## src/rtl/mips_pkg.sv

```systemverilog
// Shared MIPS decode definitions: opcode constants, instruction field
// positions and the small opcode-class helpers used by the decode stage.
package mips_pkg;

  localparam logic [5:0] OP_RTYPE = 6'b000000;
  localparam logic [5:0] OP_BEQ   = 6'b000100;
  localparam logic [5:0] OP_BNE   = 6'b000101;
  localparam logic [5:0] OP_ADDI  = 6'b001000;
  localparam logic [5:0] OP_ANDI  = 6'b001100;
  localparam logic [5:0] OP_ORI   = 6'b001101;
  localparam logic [5:0] OP_XORI  = 6'b001110;
  localparam logic [5:0] OP_LUI   = 6'b001111;
  localparam logic [5:0] OP_LW    = 6'b100011;
  localparam logic [5:0] OP_SW    = 6'b101011;

  localparam int OPCODE_LSB = 26;
  localparam int RS_LSB     = 21;
  localparam int RT_LSB     = 16;
  localparam int RD_LSB     = 11;
  localparam int SA_LSB     = 6;

  typedef struct packed {
    logic [5:0]  opcode;
    logic [4:0]  rs;
    logic [4:0]  rt;
    logic [4:0]  rd;
    logic [4:0]  sa;
    logic [5:0]  funct;
    logic [15:0] imm;
  } instr_fields_t;

  function automatic instr_fields_t split_instr(input logic [31:0] instr);
    instr_fields_t f;
    f.opcode = instr[OPCODE_LSB +: 6];
    f.rs     = instr[RS_LSB +: 5];
    f.rt     = instr[RT_LSB +: 5];
    f.rd     = instr[RD_LSB +: 5];
    f.sa     = instr[SA_LSB +: 5];
    f.funct  = instr[5:0];
    f.imm    = instr[15:0];
    return f;
  endfunction

  // R-type, stores and BEQ/BNE read rt as a source; everything else writes it.
  function automatic logic uses_rt(input logic [5:0] op);
    return (op == OP_RTYPE) || (op[5:3] == 3'b101) || (op[5:1] == 5'b00010);
  endfunction

  function automatic logic zero_ext(input logic [5:0] op);
    return (op[5:2] == 4'b0011);
  endfunction

endpackage

```

## src/rtl/instruction_decode_pipe_if.sv

```systemverilog
// Signal bundle between IF/ID, WB, the decode stage and EX.
// The slave modport is the decode stage; the master drives it.
interface instruction_decode_pipe_if #(
    parameter int NBITS = 32,
    parameter int NREGS = 32
);
    localparam int RSEL = $clog2(NREGS);

    logic             i_valid;
    logic [NBITS-1:0] i_pc;
    logic [31:0]      i_instr;
    logic             i_flush;
    logic             i_ex_mem_rd;
    logic [RSEL-1:0]  i_ex_rt;
    logic             i_wr_en;
    logic [RSEL-1:0]  i_wr_sel;
    logic [NBITS-1:0] i_wr_data;

    logic             o_stall;
    logic             o_valid;
    logic [5:0]       o_opcode;
    logic [5:0]       o_funct;
    logic [4:0]       o_sa;
    logic [RSEL-1:0]  o_rs;
    logic [RSEL-1:0]  o_rt;
    logic [RSEL-1:0]  o_rd;
    logic [NBITS-1:0] o_rs_data;
    logic [NBITS-1:0] o_rt_data;
    logic [NBITS-1:0] o_imm_ext;
    logic [NBITS-1:0] o_pc;

    modport master (
        output i_valid, i_pc, i_instr, i_flush, i_ex_mem_rd, i_ex_rt,
               i_wr_en, i_wr_sel, i_wr_data,
        input  o_stall, o_valid, o_opcode, o_funct, o_sa, o_rs, o_rt, o_rd,
               o_rs_data, o_rt_data, o_imm_ext, o_pc
    );

    modport slave (
        input  i_valid, i_pc, i_instr, i_flush, i_ex_mem_rd, i_ex_rt,
               i_wr_en, i_wr_sel, i_wr_data,
        output o_stall, o_valid, o_opcode, o_funct, o_sa, o_rs, o_rt, o_rd,
               o_rs_data, o_rt_data, o_imm_ext, o_pc
    );
endinterface

```

## src/rtl/id_register_file.sv

```systemverilog
// Register file for the decode stage: two combinational read ports with
// write-through bypass from WB, one write port, synchronous reset.
module id_register_file #(
    parameter int NBITS    = 32,
    parameter int NREGS    = 32,
    parameter int ZERO_REG = 1,
    localparam int RSEL    = $clog2(NREGS)
) (
    input  logic             i_clk,
    input  logic             i_rst,
    input  logic             i_wr_en,
    input  logic [RSEL-1:0]  i_wr_sel,
    input  logic [NBITS-1:0] i_wr_data,
    input  logic [RSEL-1:0]  i_rd_sel_a,
    input  logic [RSEL-1:0]  i_rd_sel_b,
    output logic [NBITS-1:0] o_rd_data_a,
    output logic [NBITS-1:0] o_rd_data_b
);
    logic [NBITS-1:0] r_regs [NREGS];
    logic             w_wr_ok;
    logic [RSEL-1:0]  w_sel  [2];
    logic [NBITS-1:0] w_data [2];

    assign w_wr_ok  = i_wr_en && !((ZERO_REG != 0) && (i_wr_sel == '0));
    assign w_sel[0] = i_rd_sel_a;
    assign w_sel[1] = i_rd_sel_b;

    // NOTE: the reset clears every entry, so the array maps to flops, not RAM;
    // that is required because reset must leave all registers reading zero.
    always_ff @(posedge i_clk) begin
        if (i_rst) begin
            for (int i = 0; i < NREGS; i++) r_regs[i] <= '0;
        end else if (w_wr_ok) begin
            // NOTE: non-blocking so every read in this cycle sees pre-edge state.
            r_regs[i_wr_sel] <= i_wr_data;
        end
    end

    always_comb begin
        for (int p = 0; p < 2; p++) begin
            // NOTE: default first so no path leaves w_data unassigned (no latch).
            w_data[p] = r_regs[w_sel[p]];
            if (w_wr_ok && (i_wr_sel == w_sel[p])) w_data[p] = i_wr_data;
            else if ((ZERO_REG != 0) && (w_sel[p] == '0)) w_data[p] = '0;
        end
    end

    assign o_rd_data_a = w_data[0];
    assign o_rd_data_b = w_data[1];
endmodule

```

## src/rtl/instruction_decode_pipe.sv

```systemverilog
// MIPS decode stage: field split, immediate extension, register read with
// WB bypass, load-use stall detection and the ID/EX output register.
module instruction_decode_pipe
    import mips_pkg::*;
#(
    parameter int NBITS    = 32,
    parameter int NREGS    = 32,
    parameter int ZERO_REG = 1,
    localparam int RSEL    = $clog2(NREGS)
) (
    input logic                      i_clk,
    input logic                      i_rst,
    instruction_decode_pipe_if.slave bus
);
    if (NBITS < 32) begin : g_nbits_check
        $error("instruction_decode_pipe: NBITS must be at least 32");
    end

    typedef struct packed {
        logic             valid;
        logic [5:0]       opcode;
        logic [5:0]       funct;
        logic [4:0]       sa;
        logic [RSEL-1:0]  rs;
        logic [RSEL-1:0]  rt;
        logic [RSEL-1:0]  rd;
        logic [NBITS-1:0] rs_data;
        logic [NBITS-1:0] rt_data;
        logic [NBITS-1:0] imm_ext;
        logic [NBITS-1:0] pc;
    } idex_t;

    instr_fields_t    w_f;
    logic [RSEL-1:0]  w_rs, w_rt, w_rd;
    logic [NBITS-1:0] w_rs_data, w_rt_data, w_imm_ext;
    logic             w_stall, w_bubble;
    idex_t            w_next, r_idex;

    assign w_f  = split_instr(bus.i_instr);
    assign w_rs = RSEL'(w_f.rs);
    assign w_rt = RSEL'(w_f.rt);
    assign w_rd = RSEL'(w_f.rd);

    id_register_file #(.NBITS(NBITS), .NREGS(NREGS), .ZERO_REG(ZERO_REG)) u_rf (
        .i_clk       (i_clk),
        .i_rst       (i_rst),
        .i_wr_en     (bus.i_wr_en),
        .i_wr_sel    (bus.i_wr_sel),
        .i_wr_data   (bus.i_wr_data),
        .i_rd_sel_a  (w_rs),
        .i_rd_sel_b  (w_rt),
        .o_rd_data_a (w_rs_data),
        .o_rd_data_b (w_rt_data)
    );

    always_comb begin
        if (w_f.opcode == OP_LUI)    w_imm_ext = NBITS'({w_f.imm, 16'h0000});
        else if (zero_ext(w_f.opcode)) w_imm_ext = NBITS'(w_f.imm);
        else                         w_imm_ext = {{(NBITS-16){w_f.imm[15]}}, w_f.imm};
    end

    // A load in EX whose target is read here must reach WB before we issue.
    assign w_stall = bus.i_valid && !bus.i_flush && bus.i_ex_mem_rd &&
                     (bus.i_ex_rt != '0) &&
                     ((bus.i_ex_rt == w_rs) || (uses_rt(w_f.opcode) && (bus.i_ex_rt == w_rt)));
    assign w_bubble = bus.i_flush || w_stall || !bus.i_valid;

    always_comb begin
        w_next         = '0;
        w_next.valid   = 1'b1;
        w_next.opcode  = w_f.opcode;
        w_next.funct   = w_f.funct;
        w_next.sa      = w_f.sa;
        w_next.rs      = w_rs;
        w_next.rt      = w_rt;
        w_next.rd      = w_rd;
        w_next.rs_data = w_rs_data;
        w_next.rt_data = w_rt_data;
        w_next.imm_ext = w_imm_ext;
        w_next.pc      = bus.i_pc;
    end

    always_ff @(posedge i_clk) begin
        if (i_rst || w_bubble) r_idex <= '0;
        else                   r_idex <= w_next;
    end

    assign bus.o_stall   = w_stall;
    assign bus.o_valid   = r_idex.valid;
    assign bus.o_opcode  = r_idex.opcode;
    assign bus.o_funct   = r_idex.funct;
    assign bus.o_sa      = r_idex.sa;
    assign bus.o_rs      = r_idex.rs;
    assign bus.o_rt      = r_idex.rt;
    assign bus.o_rd      = r_idex.rd;
    assign bus.o_rs_data = r_idex.rs_data;
    assign bus.o_rt_data = r_idex.rt_data;
    assign bus.o_imm_ext = r_idex.imm_ext;
    assign bus.o_pc      = r_idex.pc;
endmodule

```

## src/flat_wrapper.sv

```systemverilog
// flat-port wrapper written by rule: the top's interface ports become plain ports
module instruction_decode_pipe_flat import mips_pkg::*;
#(
    parameter int NBITS    = 32,
    parameter int NREGS    = 32,
    parameter int ZERO_REG = 1,
    localparam int RSEL    = $clog2(NREGS)
)
  (i_clk, i_rst, bus_i_valid, bus_i_pc, bus_i_instr, bus_i_flush, bus_i_ex_mem_rd, bus_i_ex_rt, bus_i_wr_en, bus_i_wr_sel, bus_i_wr_data, bus_o_stall, bus_o_valid, bus_o_opcode, bus_o_funct, bus_o_sa, bus_o_rs, bus_o_rt, bus_o_rd, bus_o_rs_data, bus_o_rt_data, bus_o_imm_ext, bus_o_pc);
  instruction_decode_pipe_if #(.NBITS(NBITS), .NREGS(NREGS)) bus_i ();
  input logic i_clk;
  input logic i_rst;
  input wire logic [$bits(bus_i.i_valid)-1:0] bus_i_valid;
  input wire logic [$bits(bus_i.i_pc)-1:0] bus_i_pc;
  input wire logic [$bits(bus_i.i_instr)-1:0] bus_i_instr;
  input wire logic [$bits(bus_i.i_flush)-1:0] bus_i_flush;
  input wire logic [$bits(bus_i.i_ex_mem_rd)-1:0] bus_i_ex_mem_rd;
  input wire logic [$bits(bus_i.i_ex_rt)-1:0] bus_i_ex_rt;
  input wire logic [$bits(bus_i.i_wr_en)-1:0] bus_i_wr_en;
  input wire logic [$bits(bus_i.i_wr_sel)-1:0] bus_i_wr_sel;
  input wire logic [$bits(bus_i.i_wr_data)-1:0] bus_i_wr_data;
  output wire logic [$bits(bus_i.o_stall)-1:0] bus_o_stall;
  output wire logic [$bits(bus_i.o_valid)-1:0] bus_o_valid;
  output wire logic [$bits(bus_i.o_opcode)-1:0] bus_o_opcode;
  output wire logic [$bits(bus_i.o_funct)-1:0] bus_o_funct;
  output wire logic [$bits(bus_i.o_sa)-1:0] bus_o_sa;
  output wire logic [$bits(bus_i.o_rs)-1:0] bus_o_rs;
  output wire logic [$bits(bus_i.o_rt)-1:0] bus_o_rt;
  output wire logic [$bits(bus_i.o_rd)-1:0] bus_o_rd;
  output wire logic [$bits(bus_i.o_rs_data)-1:0] bus_o_rs_data;
  output wire logic [$bits(bus_i.o_rt_data)-1:0] bus_o_rt_data;
  output wire logic [$bits(bus_i.o_imm_ext)-1:0] bus_o_imm_ext;
  output wire logic [$bits(bus_i.o_pc)-1:0] bus_o_pc;
  assign bus_i.i_valid = bus_i_valid;
  assign bus_i.i_pc = bus_i_pc;
  assign bus_i.i_instr = bus_i_instr;
  assign bus_i.i_flush = bus_i_flush;
  assign bus_i.i_ex_mem_rd = bus_i_ex_mem_rd;
  assign bus_i.i_ex_rt = bus_i_ex_rt;
  assign bus_i.i_wr_en = bus_i_wr_en;
  assign bus_i.i_wr_sel = bus_i_wr_sel;
  assign bus_i.i_wr_data = bus_i_wr_data;
  assign bus_o_stall = bus_i.o_stall;
  assign bus_o_valid = bus_i.o_valid;
  assign bus_o_opcode = bus_i.o_opcode;
  assign bus_o_funct = bus_i.o_funct;
  assign bus_o_sa = bus_i.o_sa;
  assign bus_o_rs = bus_i.o_rs;
  assign bus_o_rt = bus_i.o_rt;
  assign bus_o_rd = bus_i.o_rd;
  assign bus_o_rs_data = bus_i.o_rs_data;
  assign bus_o_rt_data = bus_i.o_rt_data;
  assign bus_o_imm_ext = bus_i.o_imm_ext;
  assign bus_o_pc = bus_i.o_pc;
  instruction_decode_pipe #(.NBITS(NBITS), .NREGS(NREGS), .ZERO_REG(ZERO_REG)) u_core (.i_clk(i_clk), .i_rst(i_rst), .bus(bus_i));
endmodule
```

## config.mk

```make
export PLATFORM = sky130hd
export DESIGN_NAME = instruction_decode_pipe_flat
export DESIGN_NICKNAME = d
export VERILOG_FILES = /design/src/rtl/mips_pkg.sv /design/src/rtl/instruction_decode_pipe_if.sv /design/src/rtl/id_register_file.sv /design/src/rtl/instruction_decode_pipe.sv /design/src/flat_wrapper.sv
export SDC_FILE = /design/constraint.sdc
export NUM_CORES = 2
export LEC_CHECK = 0
export ABC_AREA = 1
export CAP_MARGIN = 10
export CELL_PAD_IN_SITES_DETAIL_PLACEMENT = 0
export CELL_PAD_IN_SITES_GLOBAL_PLACEMENT = 1
export CORE_UTILIZATION = 48
export CTS_BUF_LIST = sky130_fd_sc_hd__clkbuf_2
export CTS_CLUSTER_DIAMETER = 40
export CTS_CLUSTER_SIZE = 8
export DETAILED_ROUTE_END_ITERATION = 7
export HOLD_SLACK_MARGIN = 0.06
export PLACE_DENSITY_LB_ADDON = 0.1
export SLEW_MARGIN = 10
export SYNTH_ARGS = -nofsm -noshare
export SYNTH_HDL_FRONTEND = slang
export SYNTH_SLANG_ARGS = --single-unit
```

## constraint.sdc

```tcl
create_clock -name i_clk -period 3.9 [get_ports i_clk]
set_input_delay 0.78 -clock i_clk [delete_from_list [all_inputs] [get_ports i_clk]]
set_output_delay 0.78 -clock i_clk [all_outputs]
set_load 0.02 [all_outputs]
```

==> summary.txt <==
Clock tree
  • Clock sink total: 1185
  • Clk Latency, worst-skew pair: 1770 ps
  • Clock tree buffer depth: 3
  • Root buffer cell: clkbuf_2
  • CTS H-tree depth: 4
  • Setup bufs post-CTS: 0
  • CTS Buf Count: 201
  • Clock slew at reported path FFs: 150 ps
  • Post-CTS Resized: 0
  • Clock tree from TritonCTS: built

Timing
  • Fin. max-slew vios: 0
  • Max transition margin: 0.161
  • Setup TNS: -188 ps
  • Worst-Margin Slew: 1260 ps
  • Fin Clk Skew: 105 ps
  • Setup WS post-layout: -188 ps
  • Period utilisation layout: 1.05
  • Final worst path period need: around 4000 ps
  • Hold Fails Final Rpt: 0
  • Unrepaired setup endpoints after global routing: yes
  • Fmax: 245 MHz
  • Setup-failing EPs final: 1

Global route
  • Largest net degree at the start of global routing: 196
  • Total grt overflow: 0
  • Vias in the first global route: approximately 53000
  • Initial antenna violation count: 9
  • First-pass GRT wire length: roughly 360000 um
  • GR Util All Layers: 0.377

Hold path
  • Min-delay worst type: in2reg

Yosys
  • Ys Warns: 0
  • Yosys cell types: 28
  • Register area share after synthesis: 0.554
  • Largest area contributor in the netlist: edfxtp_1
  • Netlist Area Pre-Place: about 60000 um^2
  • Mapped Cells: between 7000 and 8000
  • Synth Area per Inst: roughly 8.1 um^2
  • Synth top area cells: edfxtp_1 50%, nand2_1 13%, nor2_1 9.2%
  • Register bit total from synthesis: 1185
  • Top-area cell type share of the netlist area: 0.502

Finish
  • Nets: ~8000
  • Most frequent cells in the layout: 2039 x nand2_1, 1496 x nor2_1, 1024 x edfxtp_1
  • Layout cells sized above 1: 0.0852
  • Fill cells: roughly 11000
  • Fin util: 0.562
  • Area Overhead vs Synth: 15.7%
  • Commonest non-fill, non-tap cell in the layout: nand2_1
  • Layout Cell Area excl Fill: 70900 um^2

Route
  • Vias post-DR: 57093
  • Vias per cell: 5.87
  • Post-route ant nets: 0
  • Pre-antenna DRT Iters: 8
  • Avg WL per Cell: 25.5 um
  • Total wire length: 248000 um
  • First-iteration detailed-routing DRC count: 7624
  • Drc violations: 6

Worst setup path
  • Crit path arrival time: between 5000 and 6000 ps
  • Critical path startpoint category: input port
  • Req. time, crit path: 5530 ps
  • Worst setup EP type: register
  • Top cell by count, worst path: dlygate4sd3_1
  • CP Buf/Inv Count: 9
  • Critical path, cell by cell: dlygate4sd3_1, clkbuf_8, inv_4, buf_4, nor2_4, buf_12, nand2_1, a21oi_1, nor2_1, nand2_1, dlygate4sd3_1, nand3_1, dlygate4sd3_1, nand3_1, dlygate4sd3_1, a21oi_1, dlygate4sd3_1
  • CP max-delay cell: dlygate4sd3_1
  • CP top delay family: buffers and inverters
  • WS Path Type: in2reg
  • Worst stage delay on the critical path: approximately 620 ps
  • Critical Path Fanout Max: 49

Die
  • Die W: 359 um
  • Initial Util: 0.486
  • DIE HEIGHT: about 360 um
  • Die area: roughly 130000 um^2
  • Row count: 130
  • I/O pins: 274
  • Core ar.: between 100000 and 150000 um^2

Power
  • Pwr Total: ~27 mW
  • Pwr Density: 377 nW/um^2
  • Lkg Pwr: 29.3 nW
  • Worst VDD drop: 0.339 mV

Place
  • Pre-CTS WS: between 150 and 200 ps
  • Hpwl dp: 142000 um
  • Port buffer count: 273
  • Placer congestion estimate: 0.879
  • Dpl cell area: ~66000 um^2

Flow run
  • Max cap viols: 0

Run status
  • Violated checks: DRC, setup timing
  • Status: complete, but fails checks
-- sequential cells by signal, indices dropped and copies added, names as in the netlist --
register	cells
u_core.bus.o_funct	6
u_core.bus.o_imm_ext	32
u_core.bus.o_opcode	6
u_core.bus.o_pc	32
u_core.bus.o_rd	5
u_core.bus.o_rs	5
u_core.bus.o_rs_data	32
u_core.bus.o_rt	5
u_core.bus.o_rt_data	32
u_core.bus.o_sa	5
u_core.bus.o_valid	1
u_core.u_rf.r_regs	1024
-- cell usage after synthesis --
| cell | count |
|---|---|
| nand2_1 | 2102 |
| a21oi_2 | 2 |
| nor3_1 | 10 |
| nand3_1 | 789 |
| inv_1 | 433 |
| clkbuf_1 | 348 |
| xor2_1 | 1 |
| nand3b_1 | 1 |
| buf_1 | 45 |
| dfxtp_1 | 161 |
| edfxtp_1 | 1024 |
| clkinv_1 | 1 |
| nor2_2 | 5 |
| and3_1 | 4 |
| o21ai_4 | 1 |
| buf_2 | 237 |
| xnor2_1 | 12 |
| or2_2 | 33 |
| inv_2 | 10 |
| a21oi_1 | 397 |
| buf_4 | 5 |
| nor2_1 | 1496 |
| nand4_1 | 3 |
| o211ai_1 | 301 |
| o21ai_0 | 144 |
| and2_1 | 1 |
| nor3_2 | 2 |
| conb_1 | 1 |
-- cells by family (layout without fill, tap and decap cells) --
kind of cell | after synthesis | count (layout) | share of synthesized area
buf+inv | 1079 | 1553 | 0.0712
other cells | 1 | 39 | 0.0000612
simple gates | 4446 | 4446 | 0.291
compound gates | 845 | 845 | 0.0816
xor+xnor | 13 | 13 | 0.00186
flops | 1185 | 1185 | 0.554
-- stage by stage --
stage               hold WS [ps]  instances
floorplan                    716       7600
global placement             813       9128
detailed placement           824       9128
CTS                         60.5       9726
global route                 163       9727
finish                       196       9731
-- power breakdown --
part	leakage (nW)	switching, mW	internal (mW)
logic	16.8	2.93	1.28
clock network	1.47	5.01	2.87
registers	11.1	0.275	14.4
-- layout make-up --
| cell class | count | area [um^2] | share of cell area |
|---|---|---|---|
| Antenna cell | 7 | 17.5 | 0.000247 |
| Multi-Input combinational cell | 5336 | 23300 | 0.328 |
| Clock inverter | 90 | 813 | 0.0115 |
| Inverter | 444 | 1690 | 0.0238 |
| Clock buffer | 259 | 1300 | 0.0183 |
| Tap cell | 1650 | 2060 | 0.0291 |
| Sequential cell | 1185 | 34000 | 0.479 |
| Timing Repair Buffer | 760 | 7760 | 0.109 |
-- path summary, 6_finish.rpt --
check / from / to / slack [ps] / cells past startpoint
setup / recovery: bus_i_instr[22] / u_core.bus.o_rs_data[4]$_SDFF_PP0_ / -190 / 17
hold / removal: bus_i_wr_data[23] / u_core.bus.o_rt_data[23]$_SDFF_PP0_ / 200 / 4
setup reg to reg: u_core.u_rf.r_regs[3][4]$_SDFFCE_PN0P_ / u_core.bus.o_rs_data[4]$_SDFF_PP0_ / 460 / 12
hold reg to reg: u_core.u_rf.r_regs[4][5]$_SDFFCE_PN0P_ / u_core.bus.o_rs_data[5]$_SDFF_PP0_ / 860 / 6
-- what timing repair did --
item | in CTS | in global routing
hold buffers | 249 | 0
hold endpoints to repair | 1424 | 0
setup endpoints to repair | 0 | 2
-- per-layer routing --
metal | global-route usage | part of all wire | up-vias
met5 | 0 | 0.000052 | -
met2 | 0.597 | 0.45 | 3502
met3 | 0.0958 | 0.12 | 734
met4 | 0.181 | 0.049 | 2
li1 | - | - | 25612
met1 | 0.481 | 0.38 | 27243
-- tightest hold or removal path, delay by kind of cell --
| family | cells | cell delay [ps] |
|---|---|---|
| AO/OA/AOI/OAI | 1 | 60 |
| buffers and inverters | 2 | 1030 |
| AND/OR/NAND/NOR | 1 | 90 |
Note: power is estimated with default switching activity, not from simulation.
